**src/rtl/hilo_ctrl_pkg.sv**
```systemverilog
`default_nettype none
// ============================================================================
//  Module   : hilo_ctrl_pkg
//  Purpose  : Shared definitions for the multiply/divide sequencer.
//             - ALU function codes of the mult/div group (alufunc 1100..1111)
//             - Mult/div op encoding as carried on the 'op' issue port
//             - Sequencer state encoding
//             - Helper that maps an op to its ALU function code
//  Revision : 1.0  initial release
// ============================================================================
package hilo_ctrl_pkg;

  // ALU function codes of the multiply/divide group.
  localparam logic [3:0] ALU_MULT  = 4'b1100;
  localparam logic [3:0] ALU_MULTU = 4'b1101;
  localparam logic [3:0] ALU_DIV   = 4'b1110;
  localparam logic [3:0] ALU_DIVU  = 4'b1111;

  // Op encoding on the issue port. Bit 1 selects divide, bit 0 selects
  // unsigned; the low two bits of the ALU function code are the op itself.
  typedef enum logic [1:0] {
    OP_MULT  = 2'b00,
    OP_MULTU = 2'b01,
    OP_DIV   = 2'b10,
    OP_DIVU  = 2'b11
  } op_e;

  // Sequencer states.
  localparam logic [0:0] ST_IDLE = 1'b0;
  localparam logic [0:0] ST_RUN  = 1'b1;

  // The mult/div group occupies the top quarter of the ALU function space,
  // so the function code is the group prefix followed by the op.
  function automatic logic [3:0] alu_func_of(input logic [1:0] op);
    return {ALU_MULT[3:2], op};
  endfunction

  // Divide ops are the ones whose ALU overflow flag means "divisor is zero".
  function automatic logic op_is_div(input logic [1:0] op);
    return op[1];
  endfunction

endpackage : hilo_ctrl_pkg
`default_nettype wire

```
**src/rtl/hilo_ctrl.sv**
```systemverilog
`default_nettype none
// ============================================================================
//  Module   : hilo_ctrl
//  Purpose  : Sequencer for the ALU multiply/divide path and owner of the
//             architectural HI/LO registers. An issued op has its operands
//             latched so the ALU's combinational mult/div path stays stable;
//             the path is then timed as a multicycle path (MUL_CYCLES or
//             DIV_CYCLES) before its result is captured into LO/HI.
//
//  Ports    :
//    clk           in   rising-edge clock
//    rst           in   asynchronous active-high reset
//    start         in   issue request (one-cycle pulse)
//    op[1:0]       in   00 MULT, 01 MULTU, 10 DIV, 11 DIVU
//    src_a[31:0]   in   operand a (divisor for DIV/DIVU)
//    src_b[31:0]   in   operand b (dividend for DIV/DIVU)
//    cancel        in   pipeline flush, aborts an in-flight op
//    mthi / mtlo   in   write HI / LO from wdata
//    wdata[31:0]   in   MTHI/MTLO data
//    alu_a/alu_b   out  registered operands to the ALU
//    alu_func[3:0] out  ALU function code {2'b11, op}
//    alu_result    in   ALU low result / quotient
//    alu_hi        in   ALU high result / remainder
//    alu_overflow  in   ALU overflow; for divides, divisor == 0
//    hi / lo       out  architectural HI / LO
//    busy          out  op in flight
//    done          out  one-cycle pulse after HI/LO capture
//    dz            out  sticky divide-by-zero flag for the last op
//
//  Revision : 1.0  initial release
// ============================================================================
module hilo_ctrl
  import hilo_ctrl_pkg::*;
#(
  parameter int MUL_CYCLES = 4,
  parameter int DIV_CYCLES = 16,
  parameter int CW         = 5
) (
  input  logic        clk,
  input  logic        rst,
  input  logic        start,
  input  logic [1:0]  op,
  input  logic [31:0] src_a,
  input  logic [31:0] src_b,
  input  logic        cancel,
  input  logic        mthi,
  input  logic        mtlo,
  input  logic [31:0] wdata,
  output logic [31:0] alu_a,
  output logic [31:0] alu_b,
  output logic [3:0]  alu_func,
  input  logic [31:0] alu_result,
  input  logic [31:0] alu_hi,
  input  logic        alu_overflow,
  output logic [31:0] hi,
  output logic [31:0] lo,
  output logic        busy,
  output logic        done,
  output logic        dz
);

  // The counter holds "edges remaining before capture", so it is loaded
  // with N-1: the capture edge is the one that finds the counter at zero.
  localparam logic [CW-1:0] MUL_LOAD = CW'(MUL_CYCLES - 1);
  localparam logic [CW-1:0] DIV_LOAD = CW'(DIV_CYCLES - 1);

  // --------------------------------------------------------------------------
  // Sequencer state, counter, operand latch and status flags
  // --------------------------------------------------------------------------
  logic [0:0]    state_q,  state_d;
  logic [CW-1:0] count_q,  count_d;
  logic [31:0]   alu_a_q,  alu_a_d;
  logic [31:0]   alu_b_q,  alu_b_d;
  logic [1:0]    op_q,     op_d;
  logic          dz_q,     dz_d;
  logic          done_q,   done_d;

  // Asserted for the single edge at which the ALU result is written to HI/LO.
  logic          capture;

  always_comb begin : fsm_comb
    state_d = state_q;
    count_d = count_q;
    alu_a_d = alu_a_q;
    alu_b_d = alu_b_q;
    op_d    = op_q;
    dz_d    = dz_q;
    done_d  = 1'b0;
    capture = 1'b0;

    case (state_q)
      ST_IDLE: begin
        // A flush arriving with the issue squashes the issue itself.
        if (start && !cancel) begin
          alu_a_d = src_a;
          alu_b_d = src_b;
          op_d    = op;
          dz_d    = 1'b0;
          count_d = op_is_div(op) ? DIV_LOAD : MUL_LOAD;
          state_d = ST_RUN;
        end
      end

      ST_RUN: begin
        // Cancel wins over a capture due on the same edge.
        if (cancel) begin
          state_d = ST_IDLE;
          count_d = '0;
        end else if (count_q == '0) begin
          state_d = ST_IDLE;
          done_d  = 1'b1;
          // A divide by zero leaves HI/LO untouched and only raises dz.
          if (op_is_div(op_q) && alu_overflow) begin
            dz_d = 1'b1;
          end else begin
            capture = 1'b1;
          end
        end else begin
          count_d = count_q - CW'(1);
        end
      end

      default: begin
        state_d = ST_IDLE;
        count_d = '0;
      end
    endcase
  end

  always_ff @(posedge clk or posedge rst) begin : fsm_seq
    if (rst) begin
      state_q <= ST_IDLE;
      count_q <= '0;
      alu_a_q <= '0;
      alu_b_q <= '0;
      op_q    <= OP_MULT;
      dz_q    <= 1'b0;
      done_q  <= 1'b0;
    end else begin
      state_q <= state_d;
      count_q <= count_d;
      alu_a_q <= alu_a_d;
      alu_b_q <= alu_b_d;
      op_q    <= op_d;
      dz_q    <= dz_d;
      done_q  <= done_d;
    end
  end

  // --------------------------------------------------------------------------
  // Architectural HI/LO
  // --------------------------------------------------------------------------
  logic [31:0] hi_q, hi_d;
  logic [31:0] lo_q, lo_d;

  always_comb begin : hilo_comb
    hi_d = hi_q;
    lo_d = lo_q;
    // Moves are only honoured while idle; the pipeline stalls them otherwise.
    // This includes the issue edge, where the move lands first and is later
    // overwritten by the capture.
    if (state_q == ST_IDLE) begin
      if (mthi) hi_d = wdata;
      if (mtlo) lo_d = wdata;
    end
    if (capture) begin
      hi_d = alu_hi;
      lo_d = alu_result;
    end
  end

  always_ff @(posedge clk or posedge rst) begin : hilo_seq
    if (rst) begin
      hi_q <= '0;
      lo_q <= '0;
    end else begin
      hi_q <= hi_d;
      lo_q <= lo_d;
    end
  end

  // --------------------------------------------------------------------------
  // Outputs
  // --------------------------------------------------------------------------
  assign alu_a    = alu_a_q;
  assign alu_b    = alu_b_q;
  assign alu_func = alu_func_of(op_q);
  assign hi       = hi_q;
  assign lo       = lo_q;
  assign busy     = (state_q == ST_RUN);
  assign done     = done_q;
  assign dz       = dz_q;

  // --------------------------------------------------------------------------
  // Pipeline contract: no issue and no HI/LO move while an op is in flight.
  // --------------------------------------------------------------------------
  a_no_start_when_busy : assert property (
    @(posedge clk) disable iff (rst) !(start && busy)
  );

  a_no_move_when_busy : assert property (
    @(posedge clk) disable iff (rst) !((mthi || mtlo) && busy)
  );

endmodule : hilo_ctrl
`default_nettype wire
```
**config.mk**
```make
export PLATFORM = sky130hd
export DESIGN_NAME = hilo_ctrl
export DESIGN_NICKNAME = d
export VERILOG_FILES = /design/src/rtl/hilo_ctrl_pkg.sv /design/src/rtl/hilo_ctrl.sv
export SDC_FILE = /design/constraint.sdc
export NUM_CORES = 1
export LEC_CHECK = 0
export ABC_AREA = 1
export CAP_MARGIN = 20
export CORE_MARGIN = 4
export CORE_UTILIZATION = 37
export CTS_BUF_LIST = sky130_fd_sc_hd__clkbuf_8 sky130_fd_sc_hd__clkbuf_16
export DETAILED_ROUTE_END_ITERATION = 16
export GPL_TIMING_DRIVEN = 0
export PLACE_DENSITY_LB_ADDON = 0.12
export SLEW_MARGIN = 20
export SYNTH_ARGS = -nofsm -noshare
export SYNTH_HDL_FRONTEND = slang
export SYNTH_SLANG_ARGS = --single-unit
```
**constraint.sdc**
```tcl
create_clock -name clk -period 3.88 [get_ports clk]
set_input_delay 0.388 -clock clk [delete_from_list [all_inputs] [get_ports clk]]
set_output_delay 0.388 -clock clk [all_outputs]
set_load 0.02 [all_outputs]
```
Word-level counts from Yosys, hierarchy flattened

Index checks and enable logic that the tools add are counted.

Bits of input ports: 169
Output and inout port bits: 135
Bits in registers: 138

Reduce and logical (&&, ||, !) cells: 11
Add/sub/neg operators: 1
Muxes and demuxes: 27
Bitwise gates (word level): 1
Equal/unequal tests: 6

Operators by type and width:

| operator              | number |
|---|---|
| $mux W32              | 6 |
| $mux W5               | 3 |
| $mux W1               | 14 |
| $pmux W5 S2           | 1 |
| $reduce_and A2 Y1     | 4 |
| $ne A2 B1 Y1 const B  | 3 |
| $logic_not A5 Y1      | 1 |
| $sub A5 B1 Y5 const B | 1 |
| $mux W4               | 1 |
| $ne A2 B2 Y1 const B  | 2 |
| $pmux W1 S2           | 2 |
| $reduce_and A4 Y1     | 1 |
| $reduce_bool A2 Y1    | 2 |
| $ne A3 B3 Y1 const B  | 1 |
| $logic_and A1 B1 Y1   | 2 |
| $logic_not A1 Y1      | 1 |
| $not A1 Y1            | 1 |

Logic depth before layout (Yosys ltp)

Gate-level depths: netlist (run 1).

Depth after elaboration: 7
Mapped depth: 10
Depth with buffers taken out: 8

Least setup slack after synthesis (run 1)

OpenSTA, ideal clock, no wires.

Kind: reg-to-reg
Start point: reg count_q[0]
End point: reg hi_q[0] (netlist: hi[0])
Stages on the path, launching flop included: 10
Clock period less this slack: 1568 ps
Slack: 2312 ps
Library setup time: 117 ps
Data arrival time: 1451 ps
Path through: dfrtp_1 > inv_1 > ha_1 > nand3_1 > nor2_2 > nand2_1 > buf_2 > buf_2 > nand3_1 > nand2_1

Cells in the longest elaborated chain, start to end: 6

RTL lines:

| element                                                             | line             | text |
|---|---|---|
| from (decl)                                                         | hilo_ctrl.sv:71  | `logic [CW-1:0] count_q, count_d;` |
| from (signal assigned)                                              | hilo_ctrl.sv:141 | `count_q <= count_d;` |
| $logic_not A5 Y1 *                                                  | hilo_ctrl.sv:109 | `end else if (count_q == '0) begin` |
| $mux W1 *                                                           | hilo_ctrl.sv:109 |  |
| $mux W1 *                                                           | hilo_ctrl.sv:106 | `if (cancel) begin` |
| $mux W1 *                                                           | hilo_ctrl.sv:91  | `case (state_q)` |
| $ne A2 B1 Y1 (no line) / $reduce_bool A2 Y1 (equally long branches) | n/a              |  |
| $reduce_and A2 Y1 (no line)                                         | n/a              |  |
| to (signal assigned)                                                | hilo_ctrl.sv:177 | `hi_q <= hi_d;` |
| to (decl)                                                           | hilo_ctrl.sv:153 | `logic [31:0] hi_q, hi_d;` |

Every way passes the cells marked *; elsewhere a longest branch is shown, timed or not.
A chain may end at the register's enable or synchronous reset.

Worst setup path in the final report (run 1)

Start point: reg count_q[0]
End point: reg hi_q[25] (netlist: hi[25])

Same word-level chain as after synthesis.

==> results of run 1 <==
worst max path at each step:
| stage | startpoint | slack, ns | to |
|---|---|---|---|
| after global routing | count_q[0] | 1.64 | hi[25] |
| after detailed placement | cancel | 1.53 | alu_b[9] |
| final | count_q[0] | 1.82 | hi[25] |
| after CTS | count_q[0] | 1.82 | hi[25] |
| after floorplan | rst | 1.77 | alu_a[0] |
| after global placement | rst | 0.38 | lo[22] |
layer usage:
metal	part of all wire, %	track usage, %	vias to the layer above
met5	0	0	-
met4	2.5	7.65	0
met3	9.2	7.86	38
met2	47	38.3	266
met1	41	29.2	3075
li1	-	-	3260
area by class of cell:
cell class | count | area share, %
plain buffers | 55 | 2.43
repair buffers | 306 | 29.8
multi-input cells | 597 | 24.4
well taps | 220 | 2.62
clock inverters | 12 | 1.85
inverters | 42 | 1.54
clock buffers | 20 | 4.44
flip-flops and latches | 138 | 32.9
registers in the layout (all words and copies together), names as in the netlist:
register and flops:
lo 32, op_q 2, alu_a 32, alu_b 32, busy 1, done 1, dz 1, count_q 5
hi 32
worst reg2reg max path, delay by kind of cell (launching register included):
family	cells	cell delay, ns
fa+ha+maj	1	0.24
flops	1	0.38
buf+inv	2	0.47
simple gates	4	0.53
compound gates	1	0.34
power groups by stage:
stage	Clock [W]	Sequential (W)	Combinational, W
3_3_place_gp	0	0.00199	0.00202
5_1_grt	0.00192	0.00202	0.00220
4_1_cts	0.00185	0.00198	0.00206
3_5_place_dp	0	0.00200	0.00205
2_1_floorplan	0	0.00239	0.000554
6_report	0.00182	0.00198	0.00203
per-stage QoR:
step	util [%]	hold WS, ns	cell area (µm²)
after floorplan	-	0.453	6440
after global placement	57.8	0.453	9720
after detailed placement	58.5	0.457	9840
after CTS	62.4	0.358	10500
after global routing	62.4	0.384	10500
final	62.4	0.352	10500
cell usage in the layout (no fill, tap or decap), types with 2 or more instances in the layout:
cell type and instances:
o21ai_0 7, o21bai_1 32, nor2_1 3, clkdlybuf4s50_1 301
buf_2 21, dfrtp_1 138, clkbuf_8 3, inv_1 37
nand3_1 131, clkinvlp_4 3, bufinv_16 5, clkbuf_16 17
clkbuf_1 25, buf_16 2, buf_12 3, buf_1 3
a21oi_1 4, conb_1 2, nand2_1 412, clkinv_2 4
inv_2 4, buf_4 6
logic make-up after synthesis:
| logic type | Yosys count |
|---|---|
| simple gates | 550 |
| fa+ha+maj | 1 |
| compound gates | 43 |
| buf+inv | 97 |
| other cells | 1 |
| flops | 138 |
| xor+xnor | 1 |
==> impl_metrics.ini, run 1 <==
[run_status]
status = complete, no violations

[yosys]
synth_compound_area_share_pct = 4.59
synth_edf_count = 0
synthSimpleGateAreaFrac_pct = 34.9
synth_top_cell_area_share_pct = 53.7
synth_mux_area_share_pct = 0
netlist_top_cells_count = nand2_1 (412), dfrtp_1 (138), nand3_1 (131), inv_1 (38), o21bai_1 (32)
synth-xor-area-share_pct = 0.136
postSynthCellCount = 831
synthFlopType = dfrtp_1
yosysWarnings = 0
async_reset_ff_share_pct = 100
ys_seq_elements = 138
ys_seq_area_share_pct = 53.7
synth_top_cell_by_area = dfrtp_1
yosysUniqueCellTypes = 20
synth_fa_ha_area_share_pct = 0.195
synthTopCellsByArea = dfrtp_1 (54%), nand2_1 (24%), nand3_1 (10%), o21bai_1 (3.7%), inv_1 (2.2%)
yosysMostFrequentCell = nand2_1
syn_area_per_cell_um2 = 7.74
netlist_area_um2 = 6430
synth_top_family_by_area = simple AND/OR/NAND/NOR gates

[power_and_ir_drop]
swShare_pct = 33.1
seqPwrFrac_pct = 33.9
total_leakage_power_nw = 5.12
powerDensity_nw_per_um2 = 555
switchingPower_w = 0.00193
p_total_w = 0.00583
ir_drop_uv = 365
p_int_w = 0.00390
pwr-share-clk_pct = 31.2
pwr-share-comb_pct = 34.8

[floorplanning]
core_area_um2 = 16800
dieHeight_um = 140
dieArea_um2 = 19500
num_rows = 47
initial_core_util_pct = 38.2
pin_count = 304
die_x_um = 140

[finish]
drive_gt1_share_pct = 6.07
n_fill_cell = 1549
syn_to_final_growth_pct = 63.3
finalNonFillerCells = 1390
num-nets-final = 1327
ff_latch_area_um2 = 3450
diodes = 0
multi_input_area_um2 = 2570

[timing]
period_minus_slack_ns = 2.06
finalHoldViolCount = 0
setup_viol = 0
timing.final.max_slew_violations = 0
slew_headroom_pct = 59.8
worst_slew_pin_slew_ns = 0.602
rsz0062_at_grt = false
fin_ws_ns = 1.82
fin_skew_ns = 0.00491
timing.final.crit_share_pct = 53.1
tns_ns = 0
fmax_ghz = 0.486

[critical_path]
slowest_delay_ns = 0.38
crit_path_top_delay_cell = dfrtp_1
critPathRequiredTime_ns = 4.19
path_cells = inv_1 -> ha_1 -> nand4_1 -> clkbuf_1 -> o21bai_1 -> nand2_1 -> nand2_1 -> nand2_1
worst-path-stages = 8
r2r-start = count_q[0]
startpoint_type = flop
r2r_cells = 8
cpMostUsedCell = nand2_1
arrival_ns = 2.36
crit_fanout = 10
worstPathBufferInverterCount = 2
end_kind = flop
rrSetupSlack_ns = 1.82
worstSetupPathType = reg -> reg
critPathTopFamily = simple AND/OR/NAND/NOR gates
r2r-end = hi[25]

[drt]
via_per_inst = 4.78
detail-route-antenna-nets = 0
vias = 6639
drt-initial-drc-count = 448
drc = 0
post_drt_wl_per_cell_um = 16.4
dr.pass1.iters = 5
drt_wl_total_um = 22800

[clocking]
clock_sink_count = 138
worstSkewPairLatency_ns = 0.42
htree_levels = 4
post_cts_buffers = 0
cts_tree = done
cts_root_buffer = clkbuf_16
clkTransAtPathRegs_ns = 0.06
cts_resized = 0
cts_buffer_depth = 2
cts_buffers = 17
cts_hold_buf = 0

[global_route]
grt-ovfl-total = 0
grt_pass1_wl_um = 36700
grt_start_max_net_pins = 32
antenna_found_initial = 0
grt_pass1_vias = 6808
grt_util_all_layers_pct = 23.4

[hold_path]
hp-class = in -> async

[placement]
dp_slack_ns = 1.53
gp_congestion = 0.894
place_inst = 1358
hpwl_um = 17300
io_buffers = 301

[run]
maxCapViolCount = 0
Power figures use the tool's default switching activity.
==> run 2, diff against run 1 <==
- CORE_UTILIZATION: 37 -> 40
- clock period: 3.88 -> 2.1 ns (I/O delays scaled with it)
==> impl_metrics.ini, run 2 (synthesis results as in run 1) <==
[run_status]
status = complete, no violations

[floorplanning]
initial_core_util_pct = 40.6
dieHeight_um = 135
core_area_um2 = 15800
num_rows = 46
pin_count = 304
die_x_um = 135
dieArea_um2 = 18200

[drt]
drc = 0
vias = 6568
wl_met2_um = 10600
dr.pass1.iters = 4
post_drt_wl_per_cell_um = 15.9
drt-initial-drc-count = 321
met3_length_um = 2280
top_layer = met4
drt_wl_total_um = 22000
detail-route-antenna-nets = 0
via_per_inst = 4.74
met1Wirelength_um = 8680

[timing]
whs_ns = 0.195
tns_ns = 0
slew_headroom_pct = 63.1
fmax_ghz = 0.513
timing.final.crit_share_pct = 92.9
rsz0062_at_grt = true
timing.final.max_slew_violations = 0
finalHoldViolCount = 0
fin_skew_ns = 0.00536
setup_viol = 0
worst_slew_pin_slew_ns = 0.553
period_minus_slack_ns = 1.95

[run]
maxCapViolCount = 0

[clocking]
clock_sink_count = 138
clkTransAtPathRegs_ns = 0.06
cts_root_buffer = clkbuf_16
cts_buffer_depth = 2
cts_resized = 0
cts_tree = done
cts_buffers = 17
cts_hold_buf = 0
worstSkewPairLatency_ns = 0.41
htree_levels = 4
post_cts_buffers = 0

[finish]
syn_to_final_growth_pct = 61.8
fin_util_pct = 65.7
diodes = 0
drive_gt1_share_pct = 5.99
final_common_cell = nand2_1
num-nets-final = 1326
layout_common_cells = nand2_1 (412), clkdlybuf4s50_1 (301), dfrtp_1 (138)
stdcell_area_um2 = 10400

[global_route]
grt-ovfl-total = 0
grt_pass1_wl_um = 34600
antenna_found_initial = 0
grt_start_max_net_pins = 32
grt_pass1_vias = 6461
grt_util_all_layers_pct = 24.2

[critical_path]
critPathRequiredTime_ns = 2.40
end_kind = flop
startpoint_type = flop
crit_fanout = 10
worstSetupPathType = reg -> reg
arrival_ns = 2.25
rrSetupSlack_ns = 0.15
r2r-end = hi[23]
r2r_cells = 8
r2r-start = count_q[0]

[power_and_ir_drop]
pwr-share-clk_pct = 29.0
ir_drop_uv = 552
p_total_w = 0.0104
pwr-share-comb_pct = 35.9
swShare_pct = 33.9
seqPwrFrac_pct = 35.0
powerDensity_nw_per_um2 = 1000
switchingPower_w = 0.00353
p_int_w = 0.00689
total_leakage_power_nw = 5.09

[hold_path]
hp-class = in -> async

[placement]
io_buffers = 301
gp_congestion = 0.840
hpwl_um = 16800
placed_area_um2 = 9800
## run 2: worst max path at each step
stage,slack [ns],cells past startpoint,startpoint,end
2_1_floorplan,0.17,1,rst,alu_a[0]
3_3_place_gp,-1.20,2,rst,hi[1]
3_5_place_dp,-0.07,9,cancel,alu_b[13]
4_1_cts,0.06,8,count_q[0],hi[23]
5_1_grt,-0.009,8,count_q[0],lo[27]
6_report,0.15,8,count_q[0],hi[23]
## run 2: worst max-delay path: stages (launching register included)
cell and delay (ns):
dfrtp_1 0.38, inv_1 0.10, ha_1 0.24, nand4_1 0.31
clkbuf_2 0.33, o21bai_1 0.27, nand2_1 0.09, nand2_1 0.07
nand2_1 0.05
## run 2: area by class of cell
| type | instances | area, µm² |
|---|---|---|
| clock inverters | 14 | 156 |
| multi-input cells | 597 | 2570 |
| clock buffers | 18 | 439 |
| repair buffers | 305 | 3090 |
| fillers | 1375 | 5420 |
| plain buffers | 55 | 259 |
| flip-flops and latches | 138 | 3450 |
| inverters | 42 | 161 |
| well taps | 216 | 270 |
## run 2: per-layer routing
metal	vias up	track usage (%)
met5	-	0
met4	0	7.64
met3	32	8.49
met2	258	39.6
met1	3022	30.1
li1	3256	-
## run 2: through the flow
step           setup WS (ns)  std cells
2_1_floorplan          0.169        832
3_3_place_gp           -1.20       1349
3_5_place_dp         -0.0658       1353
4_1_cts               0.0617       1385
5_1_grt             -0.00945       1385
6_report               0.150       1385
## run 2: power groups by stage
stage	clock [W]	sequential, W	combinational, W
after global routing	0.00321	0.00373	0.00405
after floorplan	0	0.00441	0.00102
after detailed placement	0	0.00368	0.00377
after CTS	0.00309	0.00365	0.00379
after global placement	0	0.00367	0.00371
final	0.00303	0.00365	0.00375
